$ cat src/rtl/exec_mem_stage_if.sv
// Execute-to-memory stage bundle: execute-side instruction fields in, condition result,
// flags and memory-stage pipeline register contents out.
interface exec_mem_stage_if #(
    parameter int DATA_W = 32,
    parameter int CNT_W  = 16
);
    // Handshake: in_valid qualifies the execute-side fields in the cycle it is high; there is
    // no ready. The stage accepts on every edge unless stall holds it or flush kills it.
    // valid_m marks the registered memory-stage slot.
    logic              in_valid;
    logic [3:0]        cond;
    logic [1:0]        flag_write;
    logic              reg_write_e;
    logic              mem_write_e;
    logic              mem_to_reg_e;
    logic              pc_src_e;
    logic [3:0]        wa3_e;
    logic [DATA_W-1:0] alu_result;
    logic [DATA_W-1:0] write_data_e;
    logic [3:0]        alu_flags;
    logic              stall;
    logic              flush;

    logic              cond_ex;
    logic [3:0]        flags;
    logic              valid_m;
    logic              reg_write_m;
    logic              mem_write_m;
    logic              mem_to_reg_m;
    logic              pc_src_m;
    logic [3:0]        wa3_m;
    logic [DATA_W-1:0] alu_result_m;
    logic [DATA_W-1:0] write_data_m;
    logic [CNT_W-1:0]  exec_count;
    logic [CNT_W-1:0]  skip_count;

    modport master (
        output in_valid, cond, flag_write, reg_write_e, mem_write_e, mem_to_reg_e, pc_src_e,
               wa3_e, alu_result, write_data_e, alu_flags, stall, flush,
        input  cond_ex, flags, valid_m, reg_write_m, mem_write_m, mem_to_reg_m, pc_src_m,
               wa3_m, alu_result_m, write_data_m, exec_count, skip_count
    );

    modport slave (
        input  in_valid, cond, flag_write, reg_write_e, mem_write_e, mem_to_reg_e, pc_src_e,
               wa3_e, alu_result, write_data_e, alu_flags, stall, flush,
        output cond_ex, flags, valid_m, reg_write_m, mem_write_m, mem_to_reg_m, pc_src_m,
               wa3_m, alu_result_m, write_data_m, exec_count, skip_count
    );
endinterface

$ cat src/rtl/exec_mem_stage.sv
// ARM condition check, NZCV flag register and execute->memory pipeline register.
// Optional EXEC_STATS_EN adds executed/skipped instruction counters.
module exec_mem_stage #(
    parameter int DATA_W = 32,
    parameter int CNT_W  = 16
) (
    input logic              clk,
    input logic              rst_n,
    exec_mem_stage_if.slave  bus
);
    logic [3:0]        flags_q, flags_d;
    logic              valid_q, reg_write_q, mem_write_q, mem_to_reg_q, pc_src_q;
    logic [3:0]        wa3_q;
    logic [DATA_W-1:0] alu_result_q, write_data_q;
    logic              n_f, z_f, c_f, v_f;
    logic              pass;
    logic              cond_ex;
    logic              advance;

    assign {n_f, z_f, c_f, v_f} = flags_q;

    // Decode looks only at the registered flags; alu_flags of the same instruction never bypass.
    always_comb begin
        pass = 1'b1;
        case (bus.cond)
            4'b0000: pass = z_f;
            4'b0001: pass = !z_f;
            4'b0010: pass = c_f;
            4'b0011: pass = !c_f;
            4'b0100: pass = n_f;
            4'b0101: pass = !n_f;
            4'b0110: pass = v_f;
            4'b0111: pass = !v_f;
            4'b1000: pass = c_f && !z_f;
            4'b1001: pass = !c_f || z_f;
            4'b1010: pass = (n_f == v_f);
            4'b1011: pass = (n_f != v_f);
            4'b1100: pass = !z_f && (n_f == v_f);
            4'b1101: pass = z_f || (n_f != v_f);
            default: pass = 1'b1;
        endcase
    end

    assign cond_ex = bus.in_valid && pass;
    assign advance = !bus.stall && !bus.flush;

    always_comb begin
        flags_d = flags_q;
        if (advance && cond_ex) begin
            if (bus.flag_write[1]) flags_d[3:2] = bus.alu_flags[3:2];
            if (bus.flag_write[0]) flags_d[1:0] = bus.alu_flags[1:0];
        end
    end

    always_ff @(posedge clk or negedge rst_n) begin
        if (!rst_n) begin
            flags_q      <= '0;
            valid_q      <= 1'b0;
            reg_write_q  <= 1'b0;
            mem_write_q  <= 1'b0;
            mem_to_reg_q <= 1'b0;
            pc_src_q     <= 1'b0;
            wa3_q        <= '0;
            alu_result_q <= '0;
            write_data_q <= '0;
        end else if (bus.flush) begin
            // Kill the slot but leave data registers as they were; flags are not touched.
            valid_q      <= 1'b0;
            reg_write_q  <= 1'b0;
            mem_write_q  <= 1'b0;
            mem_to_reg_q <= 1'b0;
            pc_src_q     <= 1'b0;
        end else if (!bus.stall) begin
            flags_q      <= flags_d;
            valid_q      <= bus.in_valid;
            reg_write_q  <= bus.reg_write_e && cond_ex;
            mem_write_q  <= bus.mem_write_e && cond_ex;
            pc_src_q     <= bus.pc_src_e && cond_ex;
            mem_to_reg_q <= bus.mem_to_reg_e;
            wa3_q        <= bus.wa3_e;
            alu_result_q <= bus.alu_result;
            write_data_q <= bus.write_data_e;
        end
    end

`ifdef EXEC_STATS_EN
    logic [CNT_W-1:0] exec_cnt_q, skip_cnt_q;

    always_ff @(posedge clk or negedge rst_n) begin
        if (!rst_n) begin
            exec_cnt_q <= '0;
            skip_cnt_q <= '0;
        end else if (advance) begin
            if (cond_ex)
                exec_cnt_q <= exec_cnt_q + 1'b1;
            else if (bus.in_valid)
                skip_cnt_q <= skip_cnt_q + 1'b1;
        end
    end

    assign bus.exec_count = exec_cnt_q;
    assign bus.skip_count = skip_cnt_q;
`else
    assign bus.exec_count = '0;
    assign bus.skip_count = '0;
`endif

    assign bus.cond_ex      = cond_ex;
    assign bus.flags        = flags_q;
    assign bus.valid_m      = valid_q;
    assign bus.reg_write_m  = reg_write_q;
    assign bus.mem_write_m  = mem_write_q;
    assign bus.mem_to_reg_m = mem_to_reg_q;
    assign bus.pc_src_m     = pc_src_q;
    assign bus.wa3_m        = wa3_q;
    assign bus.alu_result_m = alu_result_q;
    assign bus.write_data_m = write_data_q;
endmodule

$ cat src/flat_wrapper.sv
// flat-port wrapper written by rule: the top's interface ports become plain ports
module exec_mem_stage_flat 
#(
    parameter int DATA_W = 32,
    parameter int CNT_W  = 16
)
  (clk, rst_n, bus_in_valid, bus_cond, bus_flag_write, bus_reg_write_e, bus_mem_write_e, bus_mem_to_reg_e, bus_pc_src_e, bus_wa3_e, bus_alu_result, bus_write_data_e, bus_alu_flags, bus_stall, bus_flush, bus_cond_ex, bus_flags, bus_valid_m, bus_reg_write_m, bus_mem_write_m, bus_mem_to_reg_m, bus_pc_src_m, bus_wa3_m, bus_alu_result_m, bus_write_data_m, bus_exec_count, bus_skip_count);
  exec_mem_stage_if #(.DATA_W(DATA_W), .CNT_W(CNT_W)) bus_i ();
  input logic clk;
  input logic rst_n;
  input wire logic [$bits(bus_i.in_valid)-1:0] bus_in_valid;
  input wire logic [$bits(bus_i.cond)-1:0] bus_cond;
  input wire logic [$bits(bus_i.flag_write)-1:0] bus_flag_write;
  input wire logic [$bits(bus_i.reg_write_e)-1:0] bus_reg_write_e;
  input wire logic [$bits(bus_i.mem_write_e)-1:0] bus_mem_write_e;
  input wire logic [$bits(bus_i.mem_to_reg_e)-1:0] bus_mem_to_reg_e;
  input wire logic [$bits(bus_i.pc_src_e)-1:0] bus_pc_src_e;
  input wire logic [$bits(bus_i.wa3_e)-1:0] bus_wa3_e;
  input wire logic [$bits(bus_i.alu_result)-1:0] bus_alu_result;
  input wire logic [$bits(bus_i.write_data_e)-1:0] bus_write_data_e;
  input wire logic [$bits(bus_i.alu_flags)-1:0] bus_alu_flags;
  input wire logic [$bits(bus_i.stall)-1:0] bus_stall;
  input wire logic [$bits(bus_i.flush)-1:0] bus_flush;
  output wire logic [$bits(bus_i.cond_ex)-1:0] bus_cond_ex;
  output wire logic [$bits(bus_i.flags)-1:0] bus_flags;
  output wire logic [$bits(bus_i.valid_m)-1:0] bus_valid_m;
  output wire logic [$bits(bus_i.reg_write_m)-1:0] bus_reg_write_m;
  output wire logic [$bits(bus_i.mem_write_m)-1:0] bus_mem_write_m;
  output wire logic [$bits(bus_i.mem_to_reg_m)-1:0] bus_mem_to_reg_m;
  output wire logic [$bits(bus_i.pc_src_m)-1:0] bus_pc_src_m;
  output wire logic [$bits(bus_i.wa3_m)-1:0] bus_wa3_m;
  output wire logic [$bits(bus_i.alu_result_m)-1:0] bus_alu_result_m;
  output wire logic [$bits(bus_i.write_data_m)-1:0] bus_write_data_m;
  output wire logic [$bits(bus_i.exec_count)-1:0] bus_exec_count;
  output wire logic [$bits(bus_i.skip_count)-1:0] bus_skip_count;
  assign bus_i.in_valid = bus_in_valid;
  assign bus_i.cond = bus_cond;
  assign bus_i.flag_write = bus_flag_write;
  assign bus_i.reg_write_e = bus_reg_write_e;
  assign bus_i.mem_write_e = bus_mem_write_e;
  assign bus_i.mem_to_reg_e = bus_mem_to_reg_e;
  assign bus_i.pc_src_e = bus_pc_src_e;
  assign bus_i.wa3_e = bus_wa3_e;
  assign bus_i.alu_result = bus_alu_result;
  assign bus_i.write_data_e = bus_write_data_e;
  assign bus_i.alu_flags = bus_alu_flags;
  assign bus_i.stall = bus_stall;
  assign bus_i.flush = bus_flush;
  assign bus_cond_ex = bus_i.cond_ex;
  assign bus_flags = bus_i.flags;
  assign bus_valid_m = bus_i.valid_m;
  assign bus_reg_write_m = bus_i.reg_write_m;
  assign bus_mem_write_m = bus_i.mem_write_m;
  assign bus_mem_to_reg_m = bus_i.mem_to_reg_m;
  assign bus_pc_src_m = bus_i.pc_src_m;
  assign bus_wa3_m = bus_i.wa3_m;
  assign bus_alu_result_m = bus_i.alu_result_m;
  assign bus_write_data_m = bus_i.write_data_m;
  assign bus_exec_count = bus_i.exec_count;
  assign bus_skip_count = bus_i.skip_count;
  exec_mem_stage #(.DATA_W(DATA_W), .CNT_W(CNT_W)) u_core (.clk(clk), .rst_n(rst_n), .bus(bus_i));
endmodule
$ cat config.mk
export PLATFORM = sky130hd
export DESIGN_NAME = exec_mem_stage_flat
export DESIGN_NICKNAME = d
export VERILOG_FILES = /design/src/rtl/exec_mem_stage_if.sv /design/src/rtl/exec_mem_stage.sv /design/src/flat_wrapper.sv
export SDC_FILE = /design/constraint.sdc
export NUM_CORES = 1
export LEC_CHECK = 0
export ABC_CLOCK_PERIOD_IN_PS = 3640
export CAP_MARGIN = 20
export CORE_UTILIZATION = 41
export DETAILED_ROUTE_END_ITERATION = 8
export GPL_TIMING_DRIVEN = 1
export PLACE_DENSITY = 0.9
export SLEW_MARGIN = 20
export SYNTH_ARGS = -nofsm -noshare
export SYNTH_HDL_FRONTEND = slang
export SYNTH_SLANG_ARGS = --single-unit
$ cat constraint.sdc
create_clock -name clk -period 3.64 [get_ports clk]
set_clock_uncertainty 0.15 [all_clocks]
set_input_delay 0.728 -clock clk [delete_from_list [all_inputs] [get_ports clk]]
set_output_delay 0.728 -clock clk [all_outputs]
set_load 0.02 [all_outputs]
==> metrics.log <==
[metrics] status: completed
[metrics] Total Routing Usage GR: 18.4%
[metrics] number of flops mapped to enable cells by yosys: 0
[metrics] class of the tightest hold or removal check: register to register
[metrics] CP max-delay cell: clkdlybuf4s50_1
[metrics] count of unique library cells instantiated by Yosys: 31
[metrics] summed negative setup slack over all endpoints: 0 ps
[metrics] list of cells traversed by the critical path: clkdlybuf4s50_1 > nand2b_1 > a2bb2oi_1 > a32oi_4 > a21boi_2 > dlymetal6s2s_1
[metrics] overflow left after global routing: 0
[metrics] Total Power: 2.59 mW
[metrics] post-layout utilization of the core: 66.5%
[metrics] vias after detailed routing: 2394
[metrics] x dimension of the die: 92.8 um
[metrics] initial detailed-routing violation count: 86
[metrics] area fraction of the dominant cell type after synthesis: 57.0%
[metrics] pin count of the biggest net entering global routing: 78
[metrics] Worst Setup Slack post-DPL: 65.3 ps
[metrics] number of register bits inferred by synthesis: 77
[metrics] total wire length after detailed routing: 7680 um
[metrics] H-tree lvl count: 3
[metrics] shortest clock period the worst path allows after layout: 3210 ps
[metrics] number of antenna violations at the first check in global routing: 0
[metrics] wire length of the first global-routing pass: 12500 um
[metrics] share of post-route cells with drive strength above 1: 22.4%
[metrics] area of the mapped netlist: 3380 um^2
[metrics] Max clock buf depth: 2
[metrics] Die Ht: 92.8 um
[metrics] Final setup viols: 0
[metrics] Tightest Pin Transition: 961 ps
[metrics] drt first pass iters: 4
[metrics] RD Place Congestion: 0.830
[metrics] maximum fanout encountered on the critical timing path: 10
[metrics] number of hold buffers added after CTS: 0
[metrics] number of remaining DRC errors: 0
[metrics] Yosys Warn Count: 0
[metrics] final hold vios: 0
[metrics] Power per Cell Area: 496 nW/um^2
[metrics] leakage power total: 2.20 nW
[metrics] setup repair bufs after CTS: 0
[metrics] required time at the worst-slack endpoint: 2760 ps
[metrics] drt via density: 4.71
[metrics] smallest hold slack: 342 ps
[metrics] Avg WL per Cell: 15.1 um
[metrics] sequential cell area fraction in the yosys report: 57.0%
[metrics] cells resized by post-CTS repair: 0
[metrics] crit path launch type: primary input
[metrics] predominant post-synthesis flop cell: dfrtp_1
[metrics] Total Nets Final: 488
[metrics] RSZ-0062 raised after global routing: no
[metrics] number of I/O pins: 197
[metrics] max frequency: 0.311 GHz
[metrics] crit path capture type: primary output
[metrics] number of buffers inserted by port buffering: 164
[metrics] clock network latency to the later pin of the worst-skew pair: 330 ps
[metrics] Syn Area/Cell: 14.4 um^2
[metrics] Synth Instances: 234
[metrics] via count of the first global-routing pass: 2597
[metrics] slack of the critical path: 426 ps
[metrics] WP data arrival: 2340 ps
[metrics] full die area: 8610 um^2
[metrics] CORE AREA: 7850 um^2
[metrics] critical path's largest stage delay: 550 ps
[metrics] critical path start-end classification: primary input to primary output
[metrics] count of standard-cell rows: 32
[metrics] ranking of synthesized cells by area: dfrtp_1 (57%), mux2_2 (21%), buf_4 (7.5%)
[metrics] Area growth, synth to finish: 54.4%
[metrics] final clock period utilization by the worst path: 88.3%
[metrics] CTS root buf: clkbuf_8
[metrics] residual antenna-violating net count after detailed routing: 0
[metrics] TritonCTS Sinks: 77
[metrics] clock tree from TritonCTS: done
[metrics] worst supply voltage drop on vdd: 0.289 mV
[metrics] CTS Buf Count: 9
[metrics] maximum capacitance violations: 0
[metrics] Starting Density: 43.1%
[metrics] HPWL Detailed: 5640 um
[metrics] Synth area leader: dfrtp_1
[metrics] CTS clock-pin slew for the worst setup and hold paths: 80 ps
[metrics] antenna diode instance count: 0
[metrics] max-slew headroom at the worst pin: 35.9%
[metrics] total count of max-transition violations in the final report: 0
[metrics] share of synthesized flip-flops with an asynchronous set or reset: 100%
-- worst max-delay path: cells and delay by family --
kind	cells	cell delay [ps]
buf+inv	2	790
compound gates	3	600
simple gates	1	210
-- power by group --
group          total [mW]  switching [mW]  leakage [nW]  internal, mW
registers            1.07          0.0795         0.915         0.986
logic               0.822           0.381          1.18         0.441
clock network       0.699           0.312         0.107         0.387
-- synthesized netlist by cell type, types with 2 or more instances --
cell       n
a32o_1     3
nor2_1     5
mux2_1     9
dfrtp_1   77
buf_2      7
mux2_2    63
mux2i_1    4
a21oi_2    2
buf_4     34
nand3b_1   2
nor2b_1    2
nand3_1    2
xor2_1     2
nor3b_1    4
nand2b_1   2
-- area by class of cell --
type / count / area (um^2)
inverters: 1 / 3.75
multi-input cells: 144 / 1270
well taps: 102 / 128
repair buffers: 168 / 1670
fillers: 574 / 2630
flip-flops and latches: 77 / 1930
clock buffers: 10 / 128
clock inverters: 6 / 86.3
-- cell usage in the layout, fill, tap and decap left out, types with 2 or more instances in the layout --
cell | synthesis | layout
nand3_1 | 2 | 2
dlymetal6s2s_1 | 0 | 2
xor2_1 | 2 | 2
nor2_1 | 5 | 5
clkdlybuf4s50_1 | 0 | 161
clkbuf_8 | 0 | 9
mux2_2 | 63 | 63
bufinv_16 | 0 | 2
a32o_1 | 3 | 3
clkinv_2 | 0 | 2
dfrtp_1 | 77 | 77
nand2b_1 | 2 | 2
nand3b_1 | 2 | 2
nor3b_1 | 4 | 4
buf_4 | 34 | 5
mux2i_1 | 4 | 4
a21oi_2 | 2 | 2
conb_1 | 1 | 32
nor2b_1 | 2 | 2
mux2_1 | 9 | 9
-- layer usage --
layer / part of all wire [%] / global-route usage (%) / vias up
li1: - / - / 1093
met1: 38 / 20.8 / 1160
met2: 52 / 32.7 / 127
met3: 8.1 / 5.34 / 14
met4: 1.5 / 6.79 / 0
met5: 0 / 0 / -
-- through the flow --
step	cell area (um^2)	instances
2_1_floorplan	3500	265
3_3_place_gp	5000	492
3_5_place_dp	5000	492
4_1_cts	5210	508
5_1_grt	5220	508
6_report	5220	508
-- flip-flops by register name, summed over array words and instances (netlist names) --
register and flops:
u_core.bus.valid_m 1, u_core.bus.mem_write_m 1, u_core.bus.pc_src_m 1, u_core.bus.write_data_m 32, u_core.bus.flags 4, u_core.bus.alu_result_m 32, u_core.bus.wa3_m 4, u_core.bus.reg_write_m 1
u_core.bus.mem_to_reg_m 1
-- worst paths after layout --
path | start | endpoint | slack [ps] | cells after the start
worst max-delay path | bus_cond[3] | bus_cond_ex | 430 | 6
worst min-delay path | u_core.bus.alu_result_m[4] | u_core.bus.alu_result_m[4] | 340 | 1
worst max register to register | u_core.bus.flags[0] | u_core.bus.flags[2] | 1740 | 5
worst min register to register | u_core.bus.alu_result_m[4] | u_core.bus.alu_result_m[4] | 340 | 1
max in group asynchronous | rst_n | u_core.bus.valid_m | 2320 | 1
min in group asynchronous | rst_n | u_core.bus.write_data_m[15] | 380 | 1
-- cell families (layout without fill, tap and decap cells) --
family                    count (synthesis)  after routing  share of synthesized area [%]
and+or+nand+nor                          23             23                           4.26
xor gates and xnor gates                  2              2                          0.518
other                                     1             32                          0.111
DFF                                      77             77                           57.0
buffers and inverters                    44            185                           8.96
muxes                                    76             76                           25.2
AOI/OAI and AO/OA                        11             11                           4.00
No activity file was read; power rests on OpenSTA's default activity.
